$ cat config.mk
export PLATFORM = sky130hd
export DESIGN_NAME = safe_lock_fsm_flat
export DESIGN_NICKNAME = d
export VERILOG_FILES = /design/src/rtl/safe_pkg.sv /design/src/rtl/safe_lock_fsm_if.sv /design/src/rtl/key_edge.sv /design/src/rtl/safe_lock_fsm.sv /design/src/flat_wrapper.sv
export SDC_FILE = /design/constraint.sdc
export NUM_CORES = 1
export LEC_CHECK = 0
export ABC_AREA = 1
export CAP_MARGIN = 10
export CORE_MARGIN = 2
export CORE_UTILIZATION = 39
export DETAILED_ROUTE_END_ITERATION = 8
export GPL_TIMING_DRIVEN = 0
export SETUP_SLACK_MARGIN = 0.05
export SYNTH_ARGS = -nofsm -noshare
export SYNTH_HDL_FRONTEND = slang
export SYNTH_SLANG_ARGS = --single-unit
$ cat constraint.sdc
create_clock -name clk -period 2.5 [get_ports clk]
set_clock_uncertainty 0.05 [all_clocks]
set_input_delay 0.25 -clock clk [delete_from_list [all_inputs] [get_ports clk]]
set_output_delay 0.25 -clock clk [all_outputs]
set_load 0.01 [all_outputs]
$ cat src/rtl/safe_pkg.sv
// Shared types and status encodings for the safe combination-lock controller.
package safe_pkg;

  typedef enum logic [2:0] {
    LOCKED,
    ENTRY,
    OPEN,
    WRONG,
    LOCKOUT
  } state_t;

  typedef logic [1:0] status_t;

  localparam status_t ST_LOCKED  = 2'b00;
  localparam status_t ST_OPEN    = 2'b01;
  localparam status_t ST_WRONG   = 2'b10;
  localparam status_t ST_LOCKOUT = 2'b11;

  // Digit idx of a packed 4-digit code; digit 0 lives in [1:0].
  function automatic logic [1:0] code_digit(input logic [7:0] code, input logic [1:0] idx);
    return code[{idx, 1'b0} +: 2];
  endfunction

endpackage

$ cat src/rtl/safe_lock_fsm_if.sv
// Button and status bundle between the keypad side and the lock controller.
interface safe_lock_fsm_if;
  import safe_pkg::*;

  logic [3:0] key;
  status_t    ctrl;
  logic       enable;
  logic [2:0] digits;

  modport master (output key, input ctrl, input enable, input digits);
  modport slave  (input key, output ctrl, output enable, output digits);

endinterface

$ cat src/rtl/key_edge.sv
// Rising-edge detector over the four synchronized key levels.
module key_edge (
  input  logic       clk,
  input  logic       reset,
  input  logic [3:0] key_i,
  output logic       press_o,
  output logic [1:0] digit_o,
  output logic       multi_o
);

  logic [3:0] hist_q;
  logic [3:0] rise;

  // History follows key every cycle; reset also loads key so a held key is not a press.
  always_ff @(posedge clk) begin
    if (reset) begin
      hist_q <= key_i;
    end else begin
      hist_q <= key_i;
    end
  end

  // Per-bit rising edge, encoded digit, and a flag for simultaneous rises.
  always_comb begin
    rise    = key_i & ~hist_q;
    press_o = |rise;
    multi_o = (rise & (rise - 4'd1)) != 4'd0;
    digit_o = 2'd0;
    for (int i = 3; i >= 0; i--) begin
      if (rise[i]) digit_o = 2'(i);
    end
  end

endmodule

$ cat src/rtl/safe_lock_fsm.sv
// Combination-lock controller: collects four digits, checks the secret,
// tracks failed attempts and drives a registered status plus change strobe.
module safe_lock_fsm
  import safe_pkg::*;
#(
  parameter logic [7:0]  CODE         = 8'b11_10_01_00,
  parameter int unsigned MAX_TRIES    = 3,
  parameter int unsigned WRONG_CYCLES = 50_000_000,
  parameter int unsigned LOCK_CYCLES  = 500_000_000,
  parameter int unsigned TIMEOUT      = 250_000_000
) (
  input  logic            clk,
  input  logic            reset,
  safe_lock_fsm_if.slave  bus
);

  localparam int unsigned MaxA = (TIMEOUT > WRONG_CYCLES) ? TIMEOUT : WRONG_CYCLES;
  localparam int unsigned MaxCycles = (MaxA > LOCK_CYCLES) ? MaxA : LOCK_CYCLES;
  localparam int unsigned TW = $clog2(MaxCycles) + 1;
  localparam int unsigned FW = $clog2(MAX_TRIES) + 1;
  // fail + 1 < MAX_TRIES  <=>  fail < MAX_TRIES - 1
  localparam logic [FW-1:0] FailLimit = FW'(MAX_TRIES - 1);

  state_t          state_q;
  status_t         ctrl_q;
  logic            enable_q;
  logic [2:0]      digits_q;
  logic [FW-1:0]   fail_q;
  logic [TW-1:0]   timer_q;
  logic            mismatch_q;

  logic            press;
  logic [1:0]      digit;
  logic            multi;
  logic            digit_mis;
  logic            final_mis;

  key_edge u_key_edge (
    .clk     (clk),
    .reset   (reset),
    .key_i   (bus.key),
    .press_o (press),
    .digit_o (digit),
    .multi_o (multi)
  );

  // Compare the incoming digit with the secret at the current position.
  always_comb begin
    digit_mis = multi | (digit != code_digit(CODE, digits_q[1:0]));
    final_mis = mismatch_q | digit_mis;
  end

  // Lock state machine; ctrl/enable are registered alongside the state.
  always_ff @(posedge clk) begin
    if (reset) begin
      state_q    <= LOCKED;
      ctrl_q     <= ST_LOCKED;
      enable_q   <= 1'b0;
      digits_q   <= 3'd0;
      fail_q     <= '0;
      timer_q    <= '0;
      mismatch_q <= 1'b0;
    end else begin
      enable_q <= 1'b0;
      unique case (state_q)
        LOCKED: begin
          if (press) begin
            state_q    <= ENTRY;
            digits_q   <= 3'd1;
            mismatch_q <= digit_mis;
            timer_q    <= TW'(TIMEOUT);
          end
        end
        ENTRY: begin
          if (press) begin
            if (digits_q == 3'd3) begin
              digits_q   <= 3'd0;
              mismatch_q <= 1'b0;
              enable_q   <= 1'b1;
              if (!final_mis) begin
                state_q <= OPEN;
                ctrl_q  <= ST_OPEN;
                fail_q  <= '0;
              end else if (fail_q < FailLimit) begin
                state_q <= WRONG;
                ctrl_q  <= ST_WRONG;
                fail_q  <= fail_q + 1'b1;
                timer_q <= TW'(WRONG_CYCLES);
              end else begin
                state_q <= LOCKOUT;
                ctrl_q  <= ST_LOCKOUT;
                fail_q  <= '0;
                timer_q <= TW'(LOCK_CYCLES);
              end
            end else begin
              digits_q   <= digits_q + 3'd1;
              mismatch_q <= final_mis;
              timer_q    <= TW'(TIMEOUT);
            end
          end else if (timer_q <= TW'(1)) begin
            // Abandoned entry: silent return, fail count untouched.
            state_q    <= LOCKED;
            digits_q   <= 3'd0;
            mismatch_q <= 1'b0;
            timer_q    <= '0;
          end else begin
            timer_q <= timer_q - 1'b1;
          end
        end
        OPEN: begin
          if (press) begin
            state_q  <= LOCKED;
            ctrl_q   <= ST_LOCKED;
            enable_q <= 1'b1;
          end
        end
        WRONG, LOCKOUT: begin
          if (timer_q <= TW'(1)) begin
            state_q  <= LOCKED;
            ctrl_q   <= ST_LOCKED;
            enable_q <= 1'b1;
            timer_q  <= '0;
          end else begin
            timer_q <= timer_q - 1'b1;
          end
        end
        default: begin
          state_q <= LOCKED;
          ctrl_q  <= ST_LOCKED;
        end
      endcase
    end
  end

  assign bus.ctrl   = ctrl_q;
  assign bus.enable = enable_q;
  assign bus.digits = digits_q;

endmodule

$ cat src/flat_wrapper.sv
// flat-port wrapper written by rule: the top's interface ports become plain ports
module safe_lock_fsm_flat import safe_pkg::*;
#(
  parameter logic [7:0]  CODE         = 8'b11_10_01_00,
  parameter int unsigned MAX_TRIES    = 3,
  parameter int unsigned WRONG_CYCLES = 50_000_000,
  parameter int unsigned LOCK_CYCLES  = 500_000_000,
  parameter int unsigned TIMEOUT      = 250_000_000
)
  (clk, reset, bus_key, bus_ctrl, bus_enable, bus_digits);
  safe_lock_fsm_if bus_i ();
  input  logic clk;
  input  logic reset;
  input wire logic [$bits(bus_i.key)-1:0] bus_key;
  output wire logic [$bits(bus_i.ctrl)-1:0] bus_ctrl;
  output wire logic [$bits(bus_i.enable)-1:0] bus_enable;
  output wire logic [$bits(bus_i.digits)-1:0] bus_digits;
  assign bus_i.key = bus_key;
  assign bus_ctrl = bus_i.ctrl;
  assign bus_enable = bus_i.enable;
  assign bus_digits = bus_i.digits;
  safe_lock_fsm #(.CODE(CODE), .MAX_TRIES(MAX_TRIES), .WRONG_CYCLES(WRONG_CYCLES), .LOCK_CYCLES(LOCK_CYCLES), .TIMEOUT(TIMEOUT)) u_core (.clk(clk), .reset(reset), .bus(bus_i));
endmodule
==> results.sh, run 1 <==
export IMPL_maxSlewHeadroom=0.584
export IMPL_cap_violations=0
export IMPL_reg2reg_slack_ns=0.23
export IMPL_synth_lib_cells_used_distinct=41
export IMPL_period_needed_ns=2.27
export IMPL_clockPowerShare=0.141
export IMPL_fmax_ghz=0.440
export IMPL_syn_avg_cell_area_um2=6.19
export IMPL_layout_drive_gt1_share=0.124
export IMPL_fin_nets=583
export IMPL_p_seq_frac=0.251
export IMPL_yosysSeqAreaShare=0.274
export IMPL_gp_congestion=0.928
export IMPL_final_cell_mix="nand2_1 (127), nor2_1 (125), inv_1 (52), dfxtp_1 (47), nand3_1 (28)"
export IMPL_power_switching_mw=2.56
export IMPL_drt_first_pass_iters=8
export IMPL_htreeDepth=2
export IMPL_status="finished, final reports clean"
export IMPL_start_util=0.398
export IMPL_p_int_mw=2.37
export IMPL_yosys_warnings=0
export IMPL_grt_ovfl_total=0
export IMPL_path_class="flip-flop to flip-flop"
export IMPL_cts_buffers=5
export IMPL_synth_seq_cells=47
export IMPL_die_x_um=97.9
export IMPL_fp_dieArea_um2=9590
export IMPL_worstMarginPinSlew_ns=0.625
export IMPL_grt_pass1_wl_mm=16.3
export IMPL_post_cts_repair_setup_buffers=0
export IMPL_leakagePower_nw=1.76
export IMPL_grt_max_degree=16
export IMPL_syn_inst=556
export IMPL_post_route_drc_count=0
export IMPL_cp_max_fo=6
export IMPL_clock_sink_count=47
export IMPL_hold_path_class="input port to flip-flop"
export IMPL_grtUsageTotal=0.212
export IMPL_ctsLongestPathBuffers=2
export IMPL_hold_path_depth=2
export IMPL_final_common_cell="nand2_1"
export IMPL_maxSlewViolCount=0
export IMPL_comb_power_share=0.607
export IMPL_timing_rr_end="u_core.timer_q[29]"
export IMPL_syn_nets=566
export IMPL_synthArstFlopShare=0
export IMPL_grt_pass1_vias=3233
export IMPL_antennaDiodeCount=0
export IMPL_setup_violations=0
export IMPL_power_density_nw_per_um2=1290
export IMPL_synthFlopType="dfxtp_1"
export IMPL_cts_root_buffer="clkbuf_8"
export IMPL_die_h_um=97.9
export IMPL_grt_setup_unrepaired="no"
export IMPL_io_pin_count=12
export IMPL_cts_resized=0
export IMPL_hold_viol=0
export IMPL_wl_per_cell_um=14.7
export IMPL_sw_frac_of_total=0.520
export IMPL_r2r_start="u_core.timer_q[0]"
export IMPL_core_area_um2=8640
export IMPL_holdWs_ns=0.276
export IMPL_r2r_cells=11
export IMPL_routed_via_density=5.20
export IMPL_drt_wl_total_mm=10.0
export IMPL_holdBufCountCts=0
export IMPL_antenna_found_initial=0
export IMPL_num_rows=34
export IMPL_cp_end_kind="flip-flop"
export IMPL_synth_area_um2=3440
export IMPL_crit_arrival_ns=2.43
export IMPL_start_kind="flip-flop"
export IMPL_ant_nets=0
export IMPL_worstHoldStart="reset"
export IMPL_clkTransAtPathRegs_ns=0.10
export IMPL_fill_cells=942
export IMPL_hold_end="u_core.bus.ctrl[0]"
export IMPL_syn_to_final_growth_pct=10.8
export IMPL_drt_iter0_markers=285
export IMPL_period_share=0.909
export IMPL_vias=3545
export IMPL_clk_insertion_delay_late_ns=0.31
export IMPL_critPathRequiredTime_ns=2.66
export IMPL_port_buffers=10
export IMPL_fin_tns_setup_ns=0
export IMPL_dp_hpwl_mm=7.69
export IMPL_synth_edf_count=0
export IMPL_peakVddDrop_v=0.000652
export IMPL_cts_tree="done"
-- synthesized netlist by cell type, types with 2 or more instances --
library cell | number | area share
nand2_1 | 127 | 0.14
nor2_1 | 125 | 0.14
inv_1 | 52 | 0.057
dfxtp_1 | 47 | 0.27
nand3_1 | 28 | 0.041
o21ai_0 | 25 | 0.036
a21oi_1 | 24 | 0.035
xor2_1 | 18 | 0.046
nor2_2 | 13 | 0.024
o21ai_1 | 10 | 0.015
nand2_2 | 8 | 0.015
nand4_1 | 8 | 0.015
inv_2 | 6 | 0.0065
nor3_1 | 6 | 0.0087
nand2_4 | 5 | 0.016
nand3_2 | 5 | 0.015
nor2_4 | 5 | 0.016
buf_6 | 4 | 0.013
clkbuf_1 | 4 | 0.0044
ha_1 | 4 | 0.015
a21oi_2 | 3 | 0.0076
inv_4 | 3 | 0.0055
o211ai_1 | 3 | 0.0065
o21ai_2 | 3 | 0.0076
a31oi_1 | 2 | 0.0036
and3_1 | 2 | 0.0036
buf_2 | 2 | 0.0029
-- cells by family (layout without fill, tap and decap cells) --
family                     Yosys count  in the layout  synth area share
adders and majority gates            4              4            0.0146
AOI/OAI and AO/OA                   75             75             0.126
and+or+nand+nor                    337            337             0.445
buffers and inverters               74             92            0.0935
DFF                                 47             47             0.274
xor gates and xnor gates            19             19            0.0484
-- worst max-delay path: stages (launching register included) --
cell     delay (ns)
dfxtp_1        0.34
inv_1          0.11
ha_1           0.30
nand2_2        0.16
nor2_8         0.19
nand3_2        0.13
o21ai_2        0.17
nand2_2        0.12
nand2_1        0.15
nand2_1        0.12
o21ai_2        0.25
nor2_1         0.08
-- state kept, by name, indices dropped and copies added, names as in the netlist --
signal	cells
u_core.state_q	3
u_core.u_key_edge.hist_q	4
u_core.fail_q	3
u_core.bus.ctrl	2
u_core.bus.digits	3
u_core.bus.enable	1
u_core.timer_q	30
u_core.mismatch_q	1
-- power by group through the flow --
stage	logic [mW]	clock network, mW	registers (mW)
2_1_floorplan	2.31	0	1.17
3_3_place_gp	2.92	0	1.24
3_5_place_dp	2.95	0	1.25
4_1_cts	2.96	0.709	1.23
5_1_grt	3.34	0.738	1.27
6_report	3.00	0.698	1.24
-- routing by layer --
metal  track usage  wire, um  up-vias
met4        0.0823       280        0
met3        0.0258       525       20
li1              -         -     1797
met1         0.293      4680     1620
met5             0         0        -
met2         0.336      4520      108
-- per-stage QoR --
step	utilization	total power [mW]	area, um^2	instances	worst slack (ns)
floorplan	-	3.48	3440	556	0.726
global placement	0.426	4.16	3670	674	0.218
detailed placement	0.426	4.20	3670	674	0.199
CTS	0.441	4.90	3810	682	0.251
global route	0.441	5.35	3810	682	0.106
finish	0.441	4.93	3810	682	0.229
-- area by class of cell --
type / count / area, um^2 / share of cell area
plain buffers: 12 / 81.3 / 0.0213
multi-input cells: 435 / 2180 / 0.571
well taps: 108 / 135 / 0.0355
clock inverters: 3 / 67.6 / 0.0177
repair buffers: 10 / 100 / 0.0263
inverters: 62 / 240 / 0.0630
flip-flops and latches: 47 / 941 / 0.247
clock buffers: 5 / 68.8 / 0.0181
-- how the worst max path moves through the flow --
| stage | slack [ns] | end | startpoint |
|---|---|---|---|
| after global routing | 0.11 | u_core.timer_q[1] | u_core.timer_q[0] |
| after detailed placement | 0.20 | u_core.timer_q[8] | bus_key[1] |
| after global placement | 0.22 | u_core.timer_q[8] | bus_key[3] |
| after floorplan | 0.73 | u_core.timer_q[8] | u_core.bus.digits[0] |
| after CTS | 0.25 | u_core.timer_q[1] | u_core.timer_q[0] |
| final | 0.23 | u_core.timer_q[29] | u_core.timer_q[0] |
(Power assumes the default switching activity.)
==> run 2: changes to the inputs <==
TNS_END_PERCENT = 20   (was unset)
clock period = 2 ns   (was 2.5 ns; I/O delays follow)
==> results.sh, run 2 (synthesized netlist as in run 1, its figures left out) <==
export IMPL_fin_nets=606
export IMPL_critPathSlowestCell="clkdlybuf4s50_1"
export IMPL_post_route_drc_count=1
export IMPL_clockPowerShare=0.129
export IMPL_holdBufCountCts=0
export IMPL_start_util=0.398
export IMPL_htreeDepth=2
export IMPL_drt_wl_total_mm=10.4
export IMPL_fin_tns_setup_ns=0
export IMPL_fin_util=0.486
export IMPL_grtUsageTotal=0.212
export IMPL_critPathMaxStageDelay_ns=0.49
export IMPL_leakagePower_nw=1.92
export IMPL_ctsLongestPathBuffers=2
export IMPL_die_h_um=97.9
export IMPL_io_pin_count=12
export IMPL_dp_hpwl_mm=7.69
export IMPL_period_share=0.933
export IMPL_cap_violations=0
export IMPL_clkTransAtPathRegs_ns=0.10
export IMPL_place_ws_ns=-0.251
export IMPL_status="complete, but fails checks"
export IMPL_core_area_um2=8640
export IMPL_grt_max_degree=16
export IMPL_clk_insertion_delay_late_ns=0.32
export IMPL_antennaDiodeCount=0
export IMPL_final_common_cell="nand2_1"
export IMPL_ff_latch_area_um2=961
export IMPL_syn_to_final_growth_pct=22.0
export IMPL_largest_reg_flops=30
export IMPL_grt_pass1_vias=3248
export IMPL_fmax_ghz=0.536
export IMPL_clock_sink_count=47
export IMPL_die_x_um=97.9
export IMPL_crit_path_cell_trace="clkdlybuf4s50_1, inv_1, nor2_1, nand2_2, nand2_1, nand2_1, nand2_2, nand3_2, nor2_4, nand2_4, nand2_8, inv_4, buf_6, o21ai_0, nor2_1"
export IMPL_comb_power_share=0.633
export IMPL_cp_max_fo=10
export IMPL_period_needed_ns=1.87
export IMPL_cts_tree="done"
export IMPL_cts_root_buffer="clkbuf_8"
export IMPL_worstMarginPinSlew_ns=0.726
export IMPL_crit_family="simple AND/OR/NAND/NOR gates"
export IMPL_fin_ws_ns=0.134
export IMPL_antenna_found_initial=0
export IMPL_wl_per_cell_um=14.8
export IMPL_ant_nets=0
export IMPL_num_rows=34
export IMPL_fill_cells=910
export IMPL_routed_via_density=5.23
export IMPL_gp_congestion=0.928
export IMPL_path_class="input port to flip-flop"
export IMPL_hold_viol=0
export IMPL_stdcell_count=705
export IMPL_grt_setup_unrepaired="yes"
export IMPL_multi_input_area_um2=2360
export IMPL_setup_violations=0
export IMPL_p_seq_frac=0.238
export IMPL_drt_first_pass_iters=7
export IMPL_power_mw=6.80
export IMPL_power_density_nw_per_um2=1620
export IMPL_grt_pass1_wl_mm=16.3
export IMPL_sw_frac_of_total=0.512
export IMPL_final_cell_mix="nand2_1 (116), nor2_1 (109), inv_1 (50), dfxtp_1 (31), nand3_1 (27)"
export IMPL_critPathRequiredTime_ns=2.17
export IMPL_start_kind="input port"
export IMPL_crit_buf_inv=4
export IMPL_vias=3684
export IMPL_grt_ovfl_total=0
export IMPL_violations="DRC"
export IMPL_dp_cells=674
export IMPL_reg_top3="u_core.timer_q x30, u_core.u_key_edge.hist_q x4"
export IMPL_drt_iter0_markers=272
export IMPL_crit_arrival_ns=2.04
export IMPL_peakVddDrop_v=0.000952
export IMPL_maxSlewHeadroom=0.516
export IMPL_power_switching_mw=3.48
export IMPL_largest_register="u_core.timer_q"
export IMPL_maxSlewViolCount=0
export IMPL_cts_buffers=5
export IMPL_p_int_mw=3.32
export IMPL_hold_path_class="input port to flip-flop"
export IMPL_cp_end_kind="flip-flop"
export IMPL_port_buffers=10
export IMPL_fp_dieArea_um2=9590
export IMPL_layout_drive_gt1_share=0.245
## run 2: cell types whose count changed in the layout (fill, tap and decap cells not counted), moves of 8 or more
cell     change
dfxtp_1     -16
nand2_2      +8
nor2_2      +10
nand2_1     -11
dfxtp_2     +16
nor2_1      -16
buf_4       +24
## run 2: path summary, 6_finish.rpt
check	from	to	slack [ns]	depth (start not counted)
worst max-delay path	bus_key[3]	u_core.timer_q[28]	0.13	15
worst min-delay path	bus_key[2]	u_core.u_key_edge.hist_q[2]	0.008	1
worst max register to register	u_core.timer_q[1]	u_core.timer_q[13]	0.14	9
worst min register to register	u_core.bus.ctrl[0]	u_core.bus.ctrl[0]	0.42	2
## run 2: layout make-up
type	count	area share
inverters	62	0.0578
plain buffers	12	0.0209
well taps	108	0.0322
multi-input cells	435	0.562
flip-flops and latches	47	0.229
clock buffers	5	0.0164
repair buffers	33	0.0656
clock inverters	3	0.0161
## run 2: power groups by stage
stage,clock network (mW),registers (mW),logic (mW)
floorplan,0,1.46,2.89
global placement,0,1.55,3.64
detailed placement,0,1.56,3.69
CTS,0.886,1.55,3.78
global route,0.919,1.66,4.72
finish,0.877,1.62,4.31
## run 2: timing repair
item                                    4_1_cts  5_1_grt
resized for setup                            11       68
buffers inserted                              3       20
endpoints found under the setup margin       32       34
pin swaps                                     4       24
## run 2: per-stage QoR
stage          instance area, um^2  hold slack [ns]
2_1_floorplan                 3440            0.178
3_3_place_gp                  3670            0.401
3_5_place_dp                  3670            0.407
4_1_cts                       3870            0.211
5_1_grt                       4200           0.0169
6_report                      4200          0.00762
## run 2: worst reg2reg max path, delay by kind of cell, from the launching register on
family / cells / cell delay [ns]
simple gates: 5 / 0.89
flops: 1 / 0.34
buf+inv: 2 / 0.20
xor+xnor: 1 / 0.17
compound gates: 1 / 0.10
## run 2: metal layers
metal  track usage  share of wire  wire length (um)  vias up
li1              -              -                 -     1845
met1         0.291           0.46              4800     1690
met2         0.338           0.46              4810      123
met3        0.0258          0.051               536       26
met4        0.0823          0.027               284        0
met5             0              0                 0        -
==> variant, RTL diff (flow settings as in run 2) <==
The 5 states of `state_t` get a one-hot encoding in 5 bits.
--- a/src/rtl/safe_pkg.sv
+++ b/src/rtl/safe_pkg.sv
@@ -1,12 +1,12 @@
 // Shared types and status encodings for the safe combination-lock controller.
 package safe_pkg;
 
-  typedef enum logic [2:0] {
-    LOCKED,
-    ENTRY,
-    OPEN,
-    WRONG,
-    LOCKOUT
+  typedef enum logic [4:0] {
+    LOCKED  = 5'b00001,
+    ENTRY   = 5'b00010,
+    OPEN    = 5'b00100,
+    WRONG   = 5'b01000,
+    LOCKOUT = 5'b10000
   } state_t;
 
   typedef logic [1:0] status_t;
Check against the original RTL: same outputs for any inputs over 10 cycles, from zero or initial values and one cycle with reset high; not proved beyond that.
==> variant against run 2 <==
- routed wire length is 0.29% lower
- global-route usage is 2.4 points higher
- setup slack better by 0.0051 ns
- die area is 3.3% lower
- sequential share of layout area is 2.1 points higher
- synthesized area is 3.5% lower
- design area is 6.0% lower
- power is 28% lower
- sequential cell count is 2 higher
- sequential power is 12% lower
- cell count is 0.43% lower
- critical path type is now flop to flop
- critical endpoint is now u_core.timer_q[29]
- largest power group unchanged
==> variant: results (changes against run 2) <==
Parameter                              Value

Outcome
  Run status ... completed

Worst setup path
  R2R Path End ... u_core.timer_q[29]
  Critical path's slowest cell ... sky130_fd_sc_hd__dfxtp_1
  Launch point of the worst path ... u_core.u_key_edge.hist_q[2]
  Peak per-stage delay on the critical path ... 0.34 ns (-0.15 ns)
  Worst-path maximum fanout ... 9 (-1)

Synth
  Number of instances in the synthesized netlist ... 561 (+0.90%)
  Top cells by area, synth ... sky130_fd_sc_hd__dfxtp_1 (30%), sky130_fd_sc_hd__nand2_1 (16%), sky130_fd_sc_hd__nor2_1 (14%)
  Post-synth net total ... 571 (+0.88%)
  Share of the synthesized area in the top cell type ... 29.5% (+2.2 points)
  Number of synthesized register bits ... 49 (+4.3%)
  Sequential cell area fraction in the yosys report ... 29.5% (+2.2 points)
  Top post-synthesis cells by count ... sky130_fd_sc_hd__nand2_1 (144), sky130_fd_sc_hd__nor2_1 (128), sky130_fd_sc_hd__inv_1 (64), sky130_fd_sc_hd__dfxtp_1 (49), sky130_fd_sc_hd__nand3_1 (46)
  Post-synthesis share of cell area spent on full adders, half adders and majority gates ... 1.51% (+0.052 points)

Layout
  Fillcell total ... 853 (-6.3%)
  Number of non-clock buffers in the layout ... 39 (-13%)
  Area fraction of clock buffers and clock inverters ... 2.47% (-0.78 points)
  Filler-free cell count of the finished design ... 702 (-0.43%)
  Non-clock buffer area fraction after layout ... 8.21% (-0.43 points)
  Number of combinational gates with multiple inputs ... 433 (-0.46%)
  Multi-input gate share of total cell area ... 54.4% (-1.8 points)
  Sequential share of cell area ... 25.0% (+2.1 points)
  Inverter count ... 68 (+9.7%)
  Fraction of layout instances using a drive strength above 1 ... 15.1% (-9.4 points)

Power
  Peak supply drop ... 0.000698 V (-27%)
  Standby leakage power ... 0.00186 uW (-3.3%)

GRT
  Global routing usage summed across all routing layers ... 23.6% (+2.4 points)
  Vias in the first global route ... 3224 (-0.74%)
  Wire length of the first global-routing pass ... 16500 microns (+1.4%)

Route
  Post-Route M1 WL ... 4810 microns (+0.10%)
  DR iter-0 viols ... 329 (+21%)
  Total met2 wirelength after detailed routing ... 4720 microns (-1.9%)
  Final wirelength ... 10400 microns (-0.29%)
  First-pass DRT Iterations ... 5 (-2)
  Routed length on met3 ... 670 microns (+25%)

CTS
  CTS resizes ... 8 (-3)
  Setup repair bufs after CTS ... 1 (-2)

Floorplanning
  Die ar. ... 9270 sq um (-3.3%)

Timing
  Transition at the pin with the smallest max-transition slack ... 0.655 ns (-0.0704 ns)
  Final hold slack ... 0.293 ns (+0.286 ns)

Min path
  Hold Path Sink ... u_core.u_key_edge.hist_q[1]
  Worst hold start ... bus_key[1]

Placed design
  Placed wire-length estimate ... 7570 microns (-1.6%)
  Final weighted congestion in routability-driven placement ... 0.930 (+0.19%)
  Worst setup slack before clock tree synthesis ... -0.348 ns (-0.0968 ns)
  Port Buf Inserts ... 11 (+1)
==> variant: cell types whose count changed after synthesis, sizes merged, moves of 6 or more <==
cell | run 2 | this run
a21oi | 27 | 38
inv | 61 | 67
nand2 | 140 | 151
nand3 | 33 | 47
nor2 | 144 | 136
nor3 | 7 | 1
o21ai | 39 | 24
xor2 | 18 | 12
==> variant: worst max path at each step <==
stage                    endpoint  slack [ns]
2_1_floorplan  u_core.timer_q[12]        0.34
3_3_place_gp   u_core.timer_q[24]       -0.28
3_5_place_dp   u_core.timer_q[26]       -0.35
4_1_cts        u_core.timer_q[26]        0.04
5_1_grt        u_core.timer_q[16]       -0.01
6_report       u_core.timer_q[29]        0.14
==> variant: report_power, final <==
group | switching, uW | total [uW] | internal, uW
Combinational | 1760 | 2800 | 1040
Clock | 425 | 688 | 264
Sequential | 247 | 1430 | 1190
==> variant: metal layers <==
metal	track usage (%)	vias to the layer above
met4	6.19	0
met2	37.0	116
met3	3.92	21
met1	33.3	1678
li1	-	1830
met5	0	-
